--- config.mk ---
export PLATFORM = sky130hd
export DESIGN_NAME = refill_ctrl
export DESIGN_NICKNAME = d
export VERILOG_FILES = /design/src/rtl/refill_pkg.sv /design/src/rtl/refill_ctrl.sv
export SDC_FILE = /design/constraint.sdc
export NUM_CORES = 1
export LEC_CHECK = 0
export CAP_MARGIN = 20
export CORE_UTILIZATION = 36
export DETAILED_ROUTE_END_ITERATION = 10
export PLACE_DENSITY = 0.86
export RECOVER_POWER = 100
export SETUP_SLACK_MARGIN = 0.5
export SLEW_MARGIN = 10
export SYNTH_ARGS = -nofsm -noshare
export SYNTH_HDL_FRONTEND = slang
export SYNTH_SLANG_ARGS = --single-unit
--- constraint.sdc ---
create_clock -name clk -period 4.2 [get_ports clk]
set_clock_uncertainty 0.2 [all_clocks]
set_input_delay 0.63 -clock clk [delete_from_list [all_inputs] [get_ports clk]]
set_output_delay 0.63 -clock clk [all_outputs]
set_load 0.02 [all_outputs]
--- src/rtl/refill_pkg.sv ---
// Shared definitions for the cache line refill controller: FSM encoding and
// parameter defaults used by refill_ctrl.
package refill_pkg;

    localparam int IDX_W_DEFAULT      = 6;
    localparam int TAG_W_DEFAULT      = 20;
    localparam int WORD_W_DEFAULT     = 32;
    localparam int LINE_WORDS_DEFAULT = 4;

    typedef enum logic [1:0] {
        IDLE   = 2'd0,
        REQ    = 2'd1,
        FILL   = 2'd2,
        COMMIT = 2'd3
    } refill_state_t;

endpackage : refill_pkg

--- src/rtl/refill_ctrl.sv ---
// Cache line refill controller: accepts a miss, issues one line read, writes the
// returned beats straight into the data array and commits the tag at the end.
module refill_ctrl
    import refill_pkg::*;
#(
    parameter int IDX_W      = IDX_W_DEFAULT,
    parameter int TAG_W      = TAG_W_DEFAULT,
    parameter int WORD_W     = WORD_W_DEFAULT,
    parameter int LINE_WORDS = LINE_WORDS_DEFAULT,
    localparam int OFF_W     = $clog2(LINE_WORDS)
) (
    input  logic                     clk,
    input  logic                     reset,

    input  logic                     miss_valid,
    output logic                     miss_ready,
    input  logic [IDX_W-1:0]         miss_index,
    input  logic [TAG_W-1:0]         miss_tag,

    output logic                     mem_req_valid,
    input  logic                     mem_req_ready,
    output logic [TAG_W+IDX_W-1:0]   mem_req_addr,

    input  logic                     mem_rsp_valid,
    input  logic [WORD_W-1:0]        mem_rsp_data,
    input  logic                     mem_rsp_last,

    output logic                     data_wen,
    output logic [IDX_W+OFF_W-1:0]   data_waddr,
    output logic [WORD_W-1:0]        data_wdata,

    output logic                     tag_wen,
    output logic [IDX_W-1:0]         tag_waddr,
    output logic [TAG_W:0]           tag_wdata,

    output logic                     done,
    output logic                     err
);

    localparam logic [OFF_W-1:0] LAST_BEAT = OFF_W'(LINE_WORDS - 1);

    refill_state_t      state_q, state_d;
    logic [OFF_W-1:0]   beat_q,  beat_d;
    logic               err_q,   err_d;
    logic [IDX_W-1:0]   idx_q,   idx_d;
    logic [TAG_W-1:0]   tag_q,   tag_d;
    // Keeps miss_ready low while in reset and lets it rise on the first edge after release.
    logic               ready_q;

    always_ff @(posedge clk or negedge reset) begin
        if (!reset) begin
            state_q <= IDLE;
            beat_q  <= '0;
            err_q   <= 1'b0;
            idx_q   <= '0;
            tag_q   <= '0;
            ready_q <= 1'b0;
        end else begin
            state_q <= state_d;
            beat_q  <= beat_d;
            err_q   <= err_d;
            idx_q   <= idx_d;
            tag_q   <= tag_d;
            ready_q <= 1'b1;
        end
    end

    always_comb begin
        state_d       = state_q;
        beat_d        = beat_q;
        err_d         = err_q;
        idx_d         = idx_q;
        tag_d         = tag_q;

        miss_ready    = 1'b0;
        mem_req_valid = 1'b0;
        mem_req_addr  = '0;
        data_wen      = 1'b0;
        data_waddr    = '0;
        data_wdata    = '0;
        tag_wen       = 1'b0;
        tag_waddr     = '0;
        tag_wdata     = '0;
        done          = 1'b0;
        err           = 1'b0;

        case (state_q)
            IDLE: begin
                miss_ready = ready_q;
                if (ready_q && miss_valid) begin
                    idx_d   = miss_index;
                    tag_d   = miss_tag;
                    err_d   = 1'b0;
                    state_d = REQ;
                end
            end

            REQ: begin
                mem_req_valid = 1'b1;
                mem_req_addr  = {tag_q, idx_q};
                if (mem_req_ready) begin
                    beat_d  = '0;
                    state_d = FILL;
                end
            end

            FILL: begin
                data_wen   = mem_rsp_valid;
                data_waddr = {idx_q, beat_q};
                data_wdata = mem_rsp_data;
                if (mem_rsp_valid) begin
                    beat_d = beat_q + 1'b1;
                    // The final slot always ends the line, so a missing last can never wrap into a fifth write.
                    if (beat_q == LAST_BEAT) begin
                        err_d   = ~mem_rsp_last;
                        state_d = COMMIT;
                    end else if (mem_rsp_last) begin
                        err_d   = 1'b1;
                        state_d = COMMIT;
                    end
                end
            end

            COMMIT: begin
                tag_wen   = 1'b1;
                tag_waddr = idx_q;
                tag_wdata = {~err_q, tag_q};
                done      = 1'b1;
                err       = err_q;
                state_d   = IDLE;
            end

            default: begin
                state_d = IDLE;
            end
        endcase
    end

endmodule : refill_ctrl

==> results.sh <==
export IMPL_status="finished with violations"
export IMPL_violations="capacitance limit, slew limit"
export IMPL_synth_avg_cell_area_um2=10.1
export IMPL_ant_nets=0
export IMPL_slew_violations=33
export IMPL_layout_nets=432
export IMPL_hold_class="flop to flop"
export IMPL_synth_most_common_cell="and2_1"
export IMPL_ios=163
export IMPL_start_kind="flop"
export IMPL_dr_pass1_iters=4
export IMPL_crit_chain="inv_1, ha_1, and2_1, dlygate4sd3_1"
export IMPL_syn_inst=204
export IMPL_clk_pin_slew_ps=70
export IMPL_tritoncts="done"
export IMPL_fmax_mhz=294
export IMPL_fin_ws_ps=795
export IMPL_p_leak_uw=0.00183
export IMPL_period_share_pct=81.1
export IMPL_core_um2=5510
export IMPL_rows=27
export IMPL_cts_resized=0
export IMPL_syn_num_nets=275
export IMPL_clock_root_buffer="clkbuf_8"
export IMPL_wl_per_cell_um=13.9
export IMPL_slew_limit_headroom_pct=-12.6
export IMPL_grt_start_max_net_pins=43
export IMPL_slowest_stage="ha_1"
export IMPL_syn_area_um2=2070
export IMPL_dp_hpwl_mm=4.71
export IMPL_synthTopCellsByArea="dfrtp_1 39%, and2_1 29%, mux2_2 13%"
export IMPL_rsz0062_at_grt="false"
export IMPL_clk_latency_ps=280
export IMPL_peakVddDrop_v=0.000318
export IMPL_critPathBufInv=2
export IMPL_grt_antenna_before_repair=0
export IMPL_grt_overflow=0
export IMPL_synth_warnings=0
export IMPL_cts_htree_levels=2
export IMPL_start_util_pct=37.5
export IMPL_setup_viol=0
export IMPL_seqCellArea_um2=801
export IMPL_antenna_cells=0
export IMPL_dp_slack_ps=1100
export IMPL_hold_viol=0
export IMPL_cts_buffers_inserted=5
export IMPL_endpoint_kind="primary output"
export IMPL_synth_main_ff_cell="dfrtp_1"
export IMPL_finalCriticalPeriod_ps=3410
export IMPL_grt_pass1_vias=1976
export IMPL_yosysSeqAreaShare_pct=38.8
export IMPL_synth_edff_count=0
export IMPL_drc=0
export IMPL_tightest_slew_ps=1690
export IMPL_drv_cap=1
export IMPL_grt_pass1_wl_mm=9.33
export IMPL_cp_top_family="buffers and inverters"
export IMPL_die_w_um=77.8
export IMPL_required_ps=3370
export IMPL_drt_wl_total_mm=6.03
export IMPL_max_stage_delay_ps=810
export IMPL_post_cts_buffers=0
export IMPL_ys_top_cells_by_count="95 x and2_1, 32 x dfrtp_1, 24 x mux2_2"
export IMPL_critPathKind="flop to primary output"
export IMPL_cts_buffer_depth=2
export IMPL_cts_hold_buf=0
export IMPL_power_density_nw_per_um2=655
export IMPL_worstPathArrival_ps=2580
export IMPL_via_per_inst=4.59
export IMPL_cts_num_sinks=32
export IMPL_setup_tns_ps=0
export IMPL_die_area_um2=6050
export IMPL_vias=1993
export IMPL_drtIter0Drc=29
export IMPL_grt_use_total_pct=20.2
export IMPL_die_h_um=77.8
export IMPL_ys_types=28
export IMPL_synth_top_cell_by_area="dfrtp_1"
export IMPL_drive_gt1_share_pct=9.12
export IMPL_fill_cells=433
export IMPL_place_congestion=0.755
export IMPL_multi_input_area_um2=1160
export IMPL_crit_path_max_fanout=42
export IMPL_numPortBuffers=162
export IMPL_synth_top_area_share_pct=38.8
export IMPL_async_reset_ff_share_pct=100
export IMPL_area_growth_pct=85.2
export IMPL_ys_seq_elements=32
export IMPL_hold_ws_ps=308
-- per-stage QoR --
| step | instances | power (uW) | util [%] | cell area, um2 |
|---|---|---|---|---|
| final | 434 | 2510 | 69.5 | 3820 |
| after global routing | 434 | 2670 | 69.5 | 3820 |
| after CTS | 434 | 2680 | 69.9 | 3850 |
| after detailed placement | 426 | 2340 | 67.6 | 3720 |
| after global placement | 426 | 2300 | 67.6 | 3720 |
| after floorplan | 204 | 1570 | - | 2070 |
-- area by class of cell --
| cell class | count | share of cell area [%] |
|---|---|---|
| Clock inverter | 1 | 0.785 |
| Multi-Input combinational cell | 154 | 30.4 |
| Timing Repair Buffer | 163 | 42.5 |
| Inverter | 5 | 0.491 |
| Tap cell | 72 | 2.36 |
| Sequential cell | 32 | 20.9 |
| Clock buffer | 7 | 2.52 |
-- worst paths after layout --
| kind | cells past startpoint | slack (ps) | to | from |
|---|---|---|---|---|
| max | 4 | 790 | data_wdata[6] | state_q[0] |
| min | 1 | 310 | tag_q[13] | tag_q[13] |
| max reg2reg | 4 | 1540 | tag_q[9] | state_q[0] |
| min reg2reg | 1 | 310 | tag_q[13] | tag_q[13] |
| max in group asynchronous | 2 | 1690 | tag_q[10] | reset |
| min in group asynchronous | 2 | 1140 | tag_q[1] | reset |
-- layout by cell type, fill, tap and decap left out, types with 2 or more instances in the layout --
cell,netlist,layout
mux2_2,24,24
nand3_1,1,2
dfrtp_1,32,32
nor2_1,2,2
and2_1,95,90
and2_0,0,5
clkdlybuf4s50_1,0,66
inv_1,5,5
a211oi_1,2,2
ha_1,7,7
mux2_1,3,3
clkbuf_8,0,7
dlygate4sd3_1,0,96
nor2b_1,4,4
a221o_1,2,2
mux2i_1,2,2
-- cell families after synthesis --
kind of cell,after synthesis,synth area share (%)
AO/OA/AOI/OAI,8,3.03
adder cells (fa/ha/maj),7,4.24
buffers and inverters,18,3.94
flip-flops,32,38.8
multiplexers,29,15.7
other,1,0.182
AND/OR/NAND/NOR,109,34.2
-- report_power, final --
part           leakage (uW)  switching [uW]  internal [uW]  total [uW]
logic               0.00139             823            790        1610
registers          0.000383             110            462         572
clock network     0.0000645             111            209         320
-- flip-flops by register name, indices dropped and copies added, names as in the netlist --
register / count
beat_q: 2
tag_q: 20
ready_q: 1
idx_q: 6
state_q: 2
err_q: 1
-- per-layer routing --
layer	track usage [%]	routed length, um
met1	20.8	2220
met2	38.9	3220
met3	5.88	514
met4	5.85	81
met5	0	0
Power figures use the tool's default switching activity.
